**src/rtl/clarke_pkg.sv**
```systemverilog
// clarke_pkg: shared types and Q-format coefficient helpers for clarke_pipe.
// Coefficients are rounded to nearest at elaboration time from Q_BITS.
package clarke_pkg;

    typedef enum logic {
        MODE_2PH = 1'b0,
        MODE_3PH = 1'b1
    } clarke_mode_e;

    // floor(sqrt(n)) by bitwise search; only used on constants.
    function automatic logic [63:0] isqrt64(input logic [63:0] n);
        logic [63:0] r;
        logic [63:0] t;
        r = 64'd0;
        for (int i = 31; i >= 0; i--) begin
            t = r | (64'd1 << i);
            if (t * t <= n) begin
                r = t;
            end
        end
        return r;
    endfunction

    // 1.0 in Q(q)
    function automatic int coef_one(input int q);
        return 1 << q;
    endfunction

    // round(2^q / sqrt(3)) = round(sqrt(4^q / 3)); the extra factor of 2 in
    // the root keeps one fractional bit so the final shift rounds correctly.
    function automatic int coef_one_div_sqrt3(input int q);
        logic [63:0] n;
        n = (64'd1 << (2 * q + 2)) / 64'd3;
        return int'((isqrt64(n) + 64'd1) >> 1);
    endfunction

    // round(2^q / 3)
    function automatic int coef_one_third(input int q);
        return int'(((64'd2 << q) + 64'd3) / 64'd6);
    endfunction

endpackage

```
**src/rtl/clarke_scale_sat.sv**
```systemverilog
// clarke_scale_sat: converts one Q-scaled product back to D_WIDTH samples.
// Build option CLARKE_ROUND_EN: round half up before the shift; otherwise
// plain arithmetic-shift truncation toward -inf.
module clarke_scale_sat #(
    parameter int D_WIDTH = 18,
    parameter int Q_BITS  = 15,
    parameter int P_WIDTH = D_WIDTH + Q_BITS + 3
) (
    input  logic signed [P_WIDTH-1:0] p,
    output logic signed [D_WIDTH-1:0] value,
    output logic                      clip
);

    // One guard bit so the rounding add can never wrap.
    localparam logic signed [P_WIDTH:0] MAX_V =
        {{(P_WIDTH - D_WIDTH + 2){1'b0}}, {(D_WIDTH - 1){1'b1}}};
    localparam logic signed [P_WIDTH:0] MIN_V =
        {{(P_WIDTH - D_WIDTH + 2){1'b1}}, {(D_WIDTH - 1){1'b0}}};
`ifdef CLARKE_ROUND_EN
    localparam logic signed [P_WIDTH:0] HALF_LSB =
        {{(P_WIDTH + 1 - Q_BITS){1'b0}}, 1'b1, {(Q_BITS - 1){1'b0}}};
`endif

    logic signed [P_WIDTH:0] p_ext;
    logic signed [P_WIDTH:0] p_rnd;
    logic signed [P_WIDTH:0] shifted;

    // Round (optional), rescale and clip to the output range.
    always_comb begin
        p_ext = {p[P_WIDTH-1], p};
`ifdef CLARKE_ROUND_EN
        p_rnd = p_ext + HALF_LSB;
`else
        p_rnd = p_ext;
`endif
        shifted = p_rnd >>> Q_BITS;
        if (shifted > MAX_V) begin
            value = MAX_V[D_WIDTH-1:0];
            clip  = 1'b1;
        end else if (shifted < MIN_V) begin
            value = MIN_V[D_WIDTH-1:0];
            clip  = 1'b1;
        end else begin
            value = shifted[D_WIDTH-1:0];
            clip  = 1'b0;
        end
    end

endmodule

```
**src/rtl/clarke_pipe.sv**
```systemverilog
// clarke_pipe: 3-stage pipelined Clarke transform (sum, multiply, scale)
// with valid/ready backpressure and a channel tag riding with each sample.
// Build option CLARKE_ROUND_EN selects round-half-up in the scale stage.
module clarke_pipe
    import clarke_pkg::*;
#(
    parameter int D_WIDTH = 18,
    parameter int Q_BITS  = 15,
    parameter int CH_BITS = 2
) (
    input  logic                      clk,
    input  logic                      rst,
    input  logic                      in_valid,
    output logic                      in_ready,
    input  logic                      in_mode,
    input  logic [CH_BITS-1:0]        in_ch,
    input  logic signed [D_WIDTH-1:0] a,
    input  logic signed [D_WIDTH-1:0] b,
    input  logic signed [D_WIDTH-1:0] c,
    output logic                      out_valid,
    input  logic                      out_ready,
    output logic signed [D_WIDTH-1:0] alpha,
    output logic signed [D_WIDTH-1:0] beta,
    output logic [CH_BITS-1:0]        out_ch,
    output logic                      out_sat
);

    localparam int S_WIDTH = D_WIDTH + 2;
    localparam int P_WIDTH = D_WIDTH + Q_BITS + 3;
    localparam int K_WIDTH = Q_BITS + 2;

    localparam logic signed [K_WIDTH-1:0] K_ONE   = K_WIDTH'(coef_one(Q_BITS));
    localparam logic signed [K_WIDTH-1:0] K_ISQ3  = K_WIDTH'(coef_one_div_sqrt3(Q_BITS));
    localparam logic signed [K_WIDTH-1:0] K_THIRD = K_WIDTH'(coef_one_third(Q_BITS));

    logic adv;

    clarke_mode_e              mode_in;
    logic signed [S_WIDTH-1:0] a_x, b_x, c_x;
    logic signed [S_WIDTH-1:0] sa_n, sb_n;

    logic                      s1_v;
    clarke_mode_e              s1_mode;
    logic [CH_BITS-1:0]        s1_ch;
    logic signed [S_WIDTH-1:0] s1_sa, s1_sb;

    logic signed [P_WIDTH-1:0] ka_p, kb_p, sa_p, sb_p;
    logic signed [P_WIDTH-1:0] pa_n, pb_n;

    logic                      s2_v;
    logic [CH_BITS-1:0]        s2_ch;
    logic signed [P_WIDTH-1:0] s2_pa, s2_pb;

    logic signed [D_WIDTH-1:0] alpha_n, beta_n;
    logic                      clip_a, clip_b;

    // The whole pipe moves as one; a stalled output freezes every stage.
    assign adv      = !out_valid || out_ready;
    assign in_ready = adv;

    assign mode_in = clarke_mode_e'(in_mode);
    assign a_x     = {{2{a[D_WIDTH-1]}}, a};
    assign b_x     = {{2{b[D_WIDTH-1]}}, b};
    assign c_x     = {{2{c[D_WIDTH-1]}}, c};

    // S1 combinational sums; c only participates in three-phase mode.
    always_comb begin
        if (mode_in == MODE_3PH) begin
            sa_n = (a_x <<< 1) - b_x - c_x;
            sb_n = b_x - c_x;
        end else begin
            sa_n = a_x;
            sb_n = a_x + (b_x <<< 1);
        end
    end

    // S2 combinational multiply; the alpha gain follows the registered mode.
    always_comb begin
        ka_p = P_WIDTH'((s1_mode == MODE_3PH) ? K_THIRD : K_ONE);
        kb_p = P_WIDTH'(K_ISQ3);
        sa_p = P_WIDTH'(s1_sa);
        sb_p = P_WIDTH'(s1_sb);
        pa_n = sa_p * ka_p;
        pb_n = sb_p * kb_p;
    end

    clarke_scale_sat #(
        .D_WIDTH (D_WIDTH),
        .Q_BITS  (Q_BITS),
        .P_WIDTH (P_WIDTH)
    ) u_scale_alpha (
        .p     (s2_pa),
        .value (alpha_n),
        .clip  (clip_a)
    );

    clarke_scale_sat #(
        .D_WIDTH (D_WIDTH),
        .Q_BITS  (Q_BITS),
        .P_WIDTH (P_WIDTH)
    ) u_scale_beta (
        .p     (s2_pb),
        .value (beta_n),
        .clip  (clip_b)
    );

    // Pipeline registers: shift all stages together on adv, hold otherwise.
    always_ff @(posedge clk) begin
        if (rst) begin
            s1_v      <= 1'b0;
            s1_mode   <= MODE_2PH;
            s1_ch     <= '0;
            s1_sa     <= '0;
            s1_sb     <= '0;
            s2_v      <= 1'b0;
            s2_ch     <= '0;
            s2_pa     <= '0;
            s2_pb     <= '0;
            out_valid <= 1'b0;
            alpha     <= '0;
            beta      <= '0;
            out_ch    <= '0;
            out_sat   <= 1'b0;
        end else if (adv) begin
            s1_v      <= in_valid;
            s1_mode   <= mode_in;
            s1_ch     <= in_ch;
            s1_sa     <= sa_n;
            s1_sb     <= sb_n;
            s2_v      <= s1_v;
            s2_ch     <= s1_ch;
            s2_pa     <= pa_n;
            s2_pb     <= pb_n;
            out_valid <= s2_v;
            alpha     <= alpha_n;
            beta      <= beta_n;
            out_ch    <= s2_ch;
            out_sat   <= clip_a | clip_b;
        end
    end

endmodule

```
**config.mk**
```make
export PLATFORM = sky130hd
export DESIGN_NAME = clarke_pipe
export DESIGN_NICKNAME = d
export VERILOG_FILES = /design/src/rtl/clarke_pkg.sv /design/src/rtl/clarke_scale_sat.sv /design/src/rtl/clarke_pipe.sv
export SDC_FILE = /design/constraint.sdc
export NUM_CORES = 1
export LEC_CHECK = 0
export BUFFER_PORTS_ARGS = -buffer_cell sky130_fd_sc_hd__buf_2
export CAP_MARGIN = 5
export CORE_UTILIZATION = 30
export CTS_CLUSTER_SIZE = 24
export DETAILED_ROUTE_END_ITERATION = 12
export PLACE_DENSITY_LB_ADDON = 0.08
export SYNTH_ARGS = -nofsm -noshare
export SYNTH_HDL_FRONTEND = slang
export SYNTH_SLANG_ARGS = --single-unit
export TNS_END_PERCENT = 20
```
**constraint.sdc**
```tcl
create_clock -name clk -period 14.45 [get_ports clk]
set_input_delay 1.445 -clock clk [delete_from_list [all_inputs] [get_ports clk]]
set_output_delay 1.445 -clock clk [all_outputs]
set_load 0.005 [all_outputs]
```
---- Word-level counts from Yosys, hierarchy flattened ----
Index checks and enable logic that the tools add are counted.
word-level totals
  flip-flop bits (word level) ............. 159
  bits of input ports ..................... 61
  output and inout bits ................... 41
  word-level logic and storage cells ...... 38
operators by class
  add/sub/neg operators ................... 4
  multipliers ............................. 2
  order comparisons ....................... 4
  multiplexer cells ....................... 11
  bitwise logic cells ..................... 1
  reductions and logical operators ........ 2
operator list
  operator                                              count
  2-to-1 mux 18 bit                                     4
  > comparator 21 x 18 -> 1 bit, second input constant  2
  < comparator 21 x 18 -> 1 bit, second input constant  2
  2-to-1 mux 20 bit                                     2
  multiplier 20 x 16 -> 36 bit, second input constant   1
  multiplier 20 x 17 -> 36 bit                          1
  adder 18 x 19 -> 20 bit                               1
  subtractor 19 x 18 -> 20 bit                          1
  subtractor 20 x 18 -> 20 bit                          1
  subtractor 18 x 18 -> 19 bit                          1
  2-to-1 mux 16 bit                                     1
  2-to-1 mux 1 bit                                      4
  zero test 1 bit                                       1
  logical OR 1 bit                                      1
  bitwise OR 1 bit                                      1

---- Logic depth before layout (Yosys ltp) ----
  depth after elaboration ................. 4
  gate-level depth with buffers ........... 25
  depth with buffers taken out ............ 23

---- Hierarchy ----
Synthesis repeated with hierarchy kept, for this count alone.
second synthesis, totals
  cell total of the unflattened synthesis .. 2806
  area total of the unflattened synthesis .. 23707.7 µm²
modules (own cells, without submodules)
  module            instances  cells an instance  area an instance (µm²)  sequential area each (µm²)
  clarke_pipe       1          2672               22734.3                 3163.0
  clarke_scale_sat  2          67                 486.7                   0.0

---- Worst setup path after synthesis ----
No wires, ideal clock.
  path type ............................... register -> register
  from .................................... register s1_mode
  to ...................................... register s2_pa[27]
  library setup time ...................... 0.117 ns
  arrival ................................. 6.069 ns
  required time ........................... 14.333 ns
  path slack .............................. 8.263 ns
  cell stages (with the launch flop) ...... 24
  path buffers ............................ 2
  clock period less this slack ............ 6.187 ns
  cell sequence ........................... dfxtp_1 clkbuf_1 clkbuf_1 and2_1 ha_1 inv_1 fa_1 fa_1 inv_1 fa_1 fa_1 inv_1 fa_1 inv_1 ha_1 a21o_1 a21o_1 a21o_1 and3_4 o31ai_2 a21boi_1 o21a_1 or3_1 a32o_1
between the ends
  cells in the longest elaborated chain, start to end .. 2
ends and longest elaborated chain
  element                       line                RTL
  start: declaration            clarke_pipe.sv:43   clarke_mode_e s1_mode;
  start signal: assignment      clarke_pipe.sv:126  s1_mode <= mode_in;
  2-to-1 mux 16 bit             clarke_pipe.sv:79   ka_p = P_WIDTH'((s1_mode == MODE_3PH) ? K_THIRD : K_ONE);
  multiplier 20 x 17 -> 36 bit  clarke_pipe.sv:83   pa_n = sa_p * ka_p;
  end signal: assignment        clarke_pipe.sv:132  s2_pa <= pa_n;
  end: declaration              clarke_pipe.sv:52   logic signed [P_WIDTH-1:0] s2_pa, s2_pb;
Every way passes these cells.
A chain may end at the register's enable or synchronous reset.

---- Worst setup path in the final report ----
Same ends and word-level chain as after synthesis.

==> impl_metrics.py <==
metrics = {
    "status": {
        "status": "completed",
    },
    "timing": {
        "fmaxAchievable_mhz": 149,
        "rsz0062_at_grt": "no",
        "finalHoldViolations": 0,
        "period_share_pct": 46.5,
        "setup-violations-final": 0,
        "slew-limit-headroom_pct": 12.6,
        "skew_ns": 0.0145,
        "slew_viol_final": 0,
        "tns_ns": 0,
        "worst_pin_slew_ns": 1.31,
        "timing.final.crit_period_ns": 6.72,
    },
    "layout": {
        "final_core_util_pct": 33.5,
        "final_cell_mix": "564 x inv_1, 334 x ha_1, 279 x fa_1",
        "nets": 3128,
        "postLayoutCellArea_um2": 23000,
        "layout_commonest_cell": "inv_1",
        "area_delta_synth_final_pct": 10.3,
        "instances_no_fill": 3403,
        "drive_above_1_share_pct": 6.89,
    },
    "clocking": {
        "post_cts_buffers": 0,
        "insertion_delay_ns": 0.49,
        "cts.clk_slew.worst_paths_ns": 0.07,
        "hold_buffers": 0,
        "clk_path_buf_depth": 2,
        "cts_buffers": 17,
        "cts_tree": "built",
        "clock-sinks": 128,
        "cts.repair.resized": 0,
        "cts.htree.levels": 4,
        "root_buffer": "clkbuf_16",
    },
    "synth": {
        "ys_async_sr_fraction_pct": 0,
        "ys_seq_area_share_pct": 12.3,
        "synth_cells": 2390,
        "yosysWarnings": 0,
        "synth_cell_types": 75,
        "synth_edf_count": 0,
        "syn-cell-area_um2": 20800,
        "ys_ff_latch": 128,
        "syn_nets": 3064,
        "avgSynthCellArea_um2": 8.71,
        "synthFlopType": "dfxtp_1",
    },
    "global_routing": {
        "grt-ovfl-total": 0,
        "antenna_found_initial": 6,
        "grt_pass1_wl_um": 95400,
        "grt_util_all_layers_pct": 17.7,
        "grt_pass1_vias": 16300,
        "grt_max_degree": 63,
    },
    "placement": {
        "post-dp-hpwl_um": 51300,
        "placed_area_um2": 22300,
        "dpl.cell_count": 3366,
        "gp_congestion": 0.867,
        "port_buffers": 101,
    },
    "worst_setup_path": {
        "crit_slowest_cell": "fa_1",
        "path_common_cell": "fa_1",
        "crit_fanout": 58,
        "cpPeakStageDelay_ns": 0.54,
        "startpoint_type": "register",
        "worstPathRequired_ns": 14.82,
        "path_cells": "buf_4, and2_1, ha_1, inv_1, fa_1, fa_1, inv_1, fa_1, fa_1, inv_1, fa_1, inv_1, ha_1, a21o_1, a21o_1, a21o_1, and3_4, o31ai_2, a21boi_1, o21a_1, or3_1, a32o_1",
        "crit_type": "register to register",
        "cp.arrival_ns": 7.09,
        "worstSetupEndpointType": "register",
    },
    "power_and_ir_drop": {
        "power.leakage_nw": 12.1,
        "fin_total_pwr_w": 0.00440,
        "ir_worst_vdd_uv": 196,
        "p_per_area_nw_per_um2": 192,
    },
    "die": {
        "coreArea_um2": 68600,
        "rows": 96,
        "die_w_um": 265,
        "die_height_um": 265,
        "start_util_pct": 30.3,
        "die_area_um2": 70400,
        "io_pins": 102,
    },
    "routing": {
        "vias": 15600,
        "drc": 0,
        "first_pass_iters": 5,
        "ant_nets": 0,
        "wl_um": 60600,
        "post_drt_wl_per_cell_um": 17.8,
        "viasPerCell": 4.57,
        "drtIter0Drc": 701,
    },
    "min_path": {
        "hold_path_class": "register to register",
    },
    "flow_run": {
        "maxCapViolCount": 0,
    },
}
[power breakdown]
group / switching [W] / total, W / internal, W
combinational: 0.00197 / 0.00338 / 0.00141
sequential: 0.0000922 / 0.000565 / 0.000473
clock: 0.000195 / 0.000461 / 0.000265
total: 0.00226 / 0.00440 / 0.00215
[final cells by class]
cell class / instances / area (um^2)
Timing Repair Buffer: 114 / 606
Multi-Input combinational cell: 1627 / 15900
Tap cell: 931 / 1160
Clock buffer: 19 / 453
Sequential cell: 128 / 2560
Fill cell: 7204 / 45600
Antenna cell: 5 / 12.5
Inverter: 566 / 2130
Clock inverter: 13 / 150
[per-stage QoR]
stage,hold slack [ns],setup WS [ns]
after floorplan,0.425,8.26
after global placement,0.439,7.90
after detailed placement,0.443,7.71
after CTS,0.452,7.70
after global routing,0.472,7.36
final,0.448,7.73
[metal layers]
layer  part of all wire [%]  vias to the layer above  GRT usage, %
li1                       -                     7784             -
met1                     52                     7534          26.3
met2                     43                      217          27.0
met3                    3.8                       31          2.18
met4                    1.2                        0          4.33
met5                      0                        -             0
[worst max-delay path, delay by kind of cell (launching register included)]
family,cells,cell delay [ns]
fa+ha+maj,7,3.09
compound gates,7,1.46
simple gates,3,0.87
buf+inv,5,0.72
flops,1,0.45
[synthesized netlist by cell type (6+ instances only)]
library cell | count | share of area, %
a21oi_1 | 139 | 3.3
nor3b_1 | 7 | 0.25
a311oi_1 | 8 | 0.34
inv_1 | 564 | 10
fa_1 | 279 | 27
and2_1 | 27 | 0.81
a21o_1 | 39 | 1.4
nand4_1 | 7 | 0.21
o31ai_1 | 8 | 0.29
a211oi_1 | 32 | 1.2
and3_1 | 19 | 0.57
o21ai_0 | 64 | 1.5
o21bai_1 | 12 | 0.43
mux2i_1 | 19 | 0.91
a31oi_1 | 11 | 0.33
xor2_1 | 60 | 2.5
o211ai_1 | 6 | 0.22
clkbuf_1 | 60 | 1.1
nand3_1 | 22 | 0.53
ha_1 | 334 | 20
nor2_1 | 130 | 2.3
nand2_1 | 138 | 2.5
nor4_1 | 7 | 0.21
or3_1 | 10 | 0.30
o21a_1 | 15 | 0.54
xnor2_1 | 54 | 2.3
buf_1 | 9 | 0.16
nor3_1 | 57 | 1.4
dfxtp_1 | 128 | 12
nand2b_1 | 18 | 0.54
nor2b_1 | 29 | 0.87
[sequential cells by signal, indices dropped and copies added (netlist names)]
register,cells
s1_v,1
alpha,18
beta,18
s2_ch,2
out_sat,1
out_valid,1
s1_mode,1
out_ch,2
s2_pb,21
s2_pa,21
s1_sa,20
s2_v,1
s1_sb,19
s1_ch,2
[final timing paths]
check                          from                     end  slack [ns]  depth (start not counted)
min reg2reg  out_ch[1]$_SDFFE_PP0P_  out_ch[1]$_SDFFE_PP0P_        0.45                          2
max            s1_mode$_SDFFE_PP0P_  s2_pa[27]$_SDFFE_PP0P_        7.73                         22
max reg2reg    s1_mode$_SDFFE_PP0P_  s2_pa[27]$_SDFFE_PP0P_        7.73                         22
min          out_ch[1]$_SDFFE_PP0P_  out_ch[1]$_SDFFE_PP0P_        0.45                          2
[kinds of logic (layout without fill, tap and decap cells)]
kind of cell | after synthesis | in the layout | synth area share (%)
buffers and inverters | 635 | 712 | 11.5
adders and majority gates | 613 | 613 | 46.9
and+or+nand+nor | 493 | 493 | 11.4
AOI/OAI and AO/OA | 387 | 387 | 12.2
DFF | 128 | 128 | 12.3
xor gates and xnor gates | 114 | 114 | 4.80
muxes | 20 | 20 | 0.968
other | 0 | 5 | 0
Note: power is estimated with default switching activity, not from simulation.
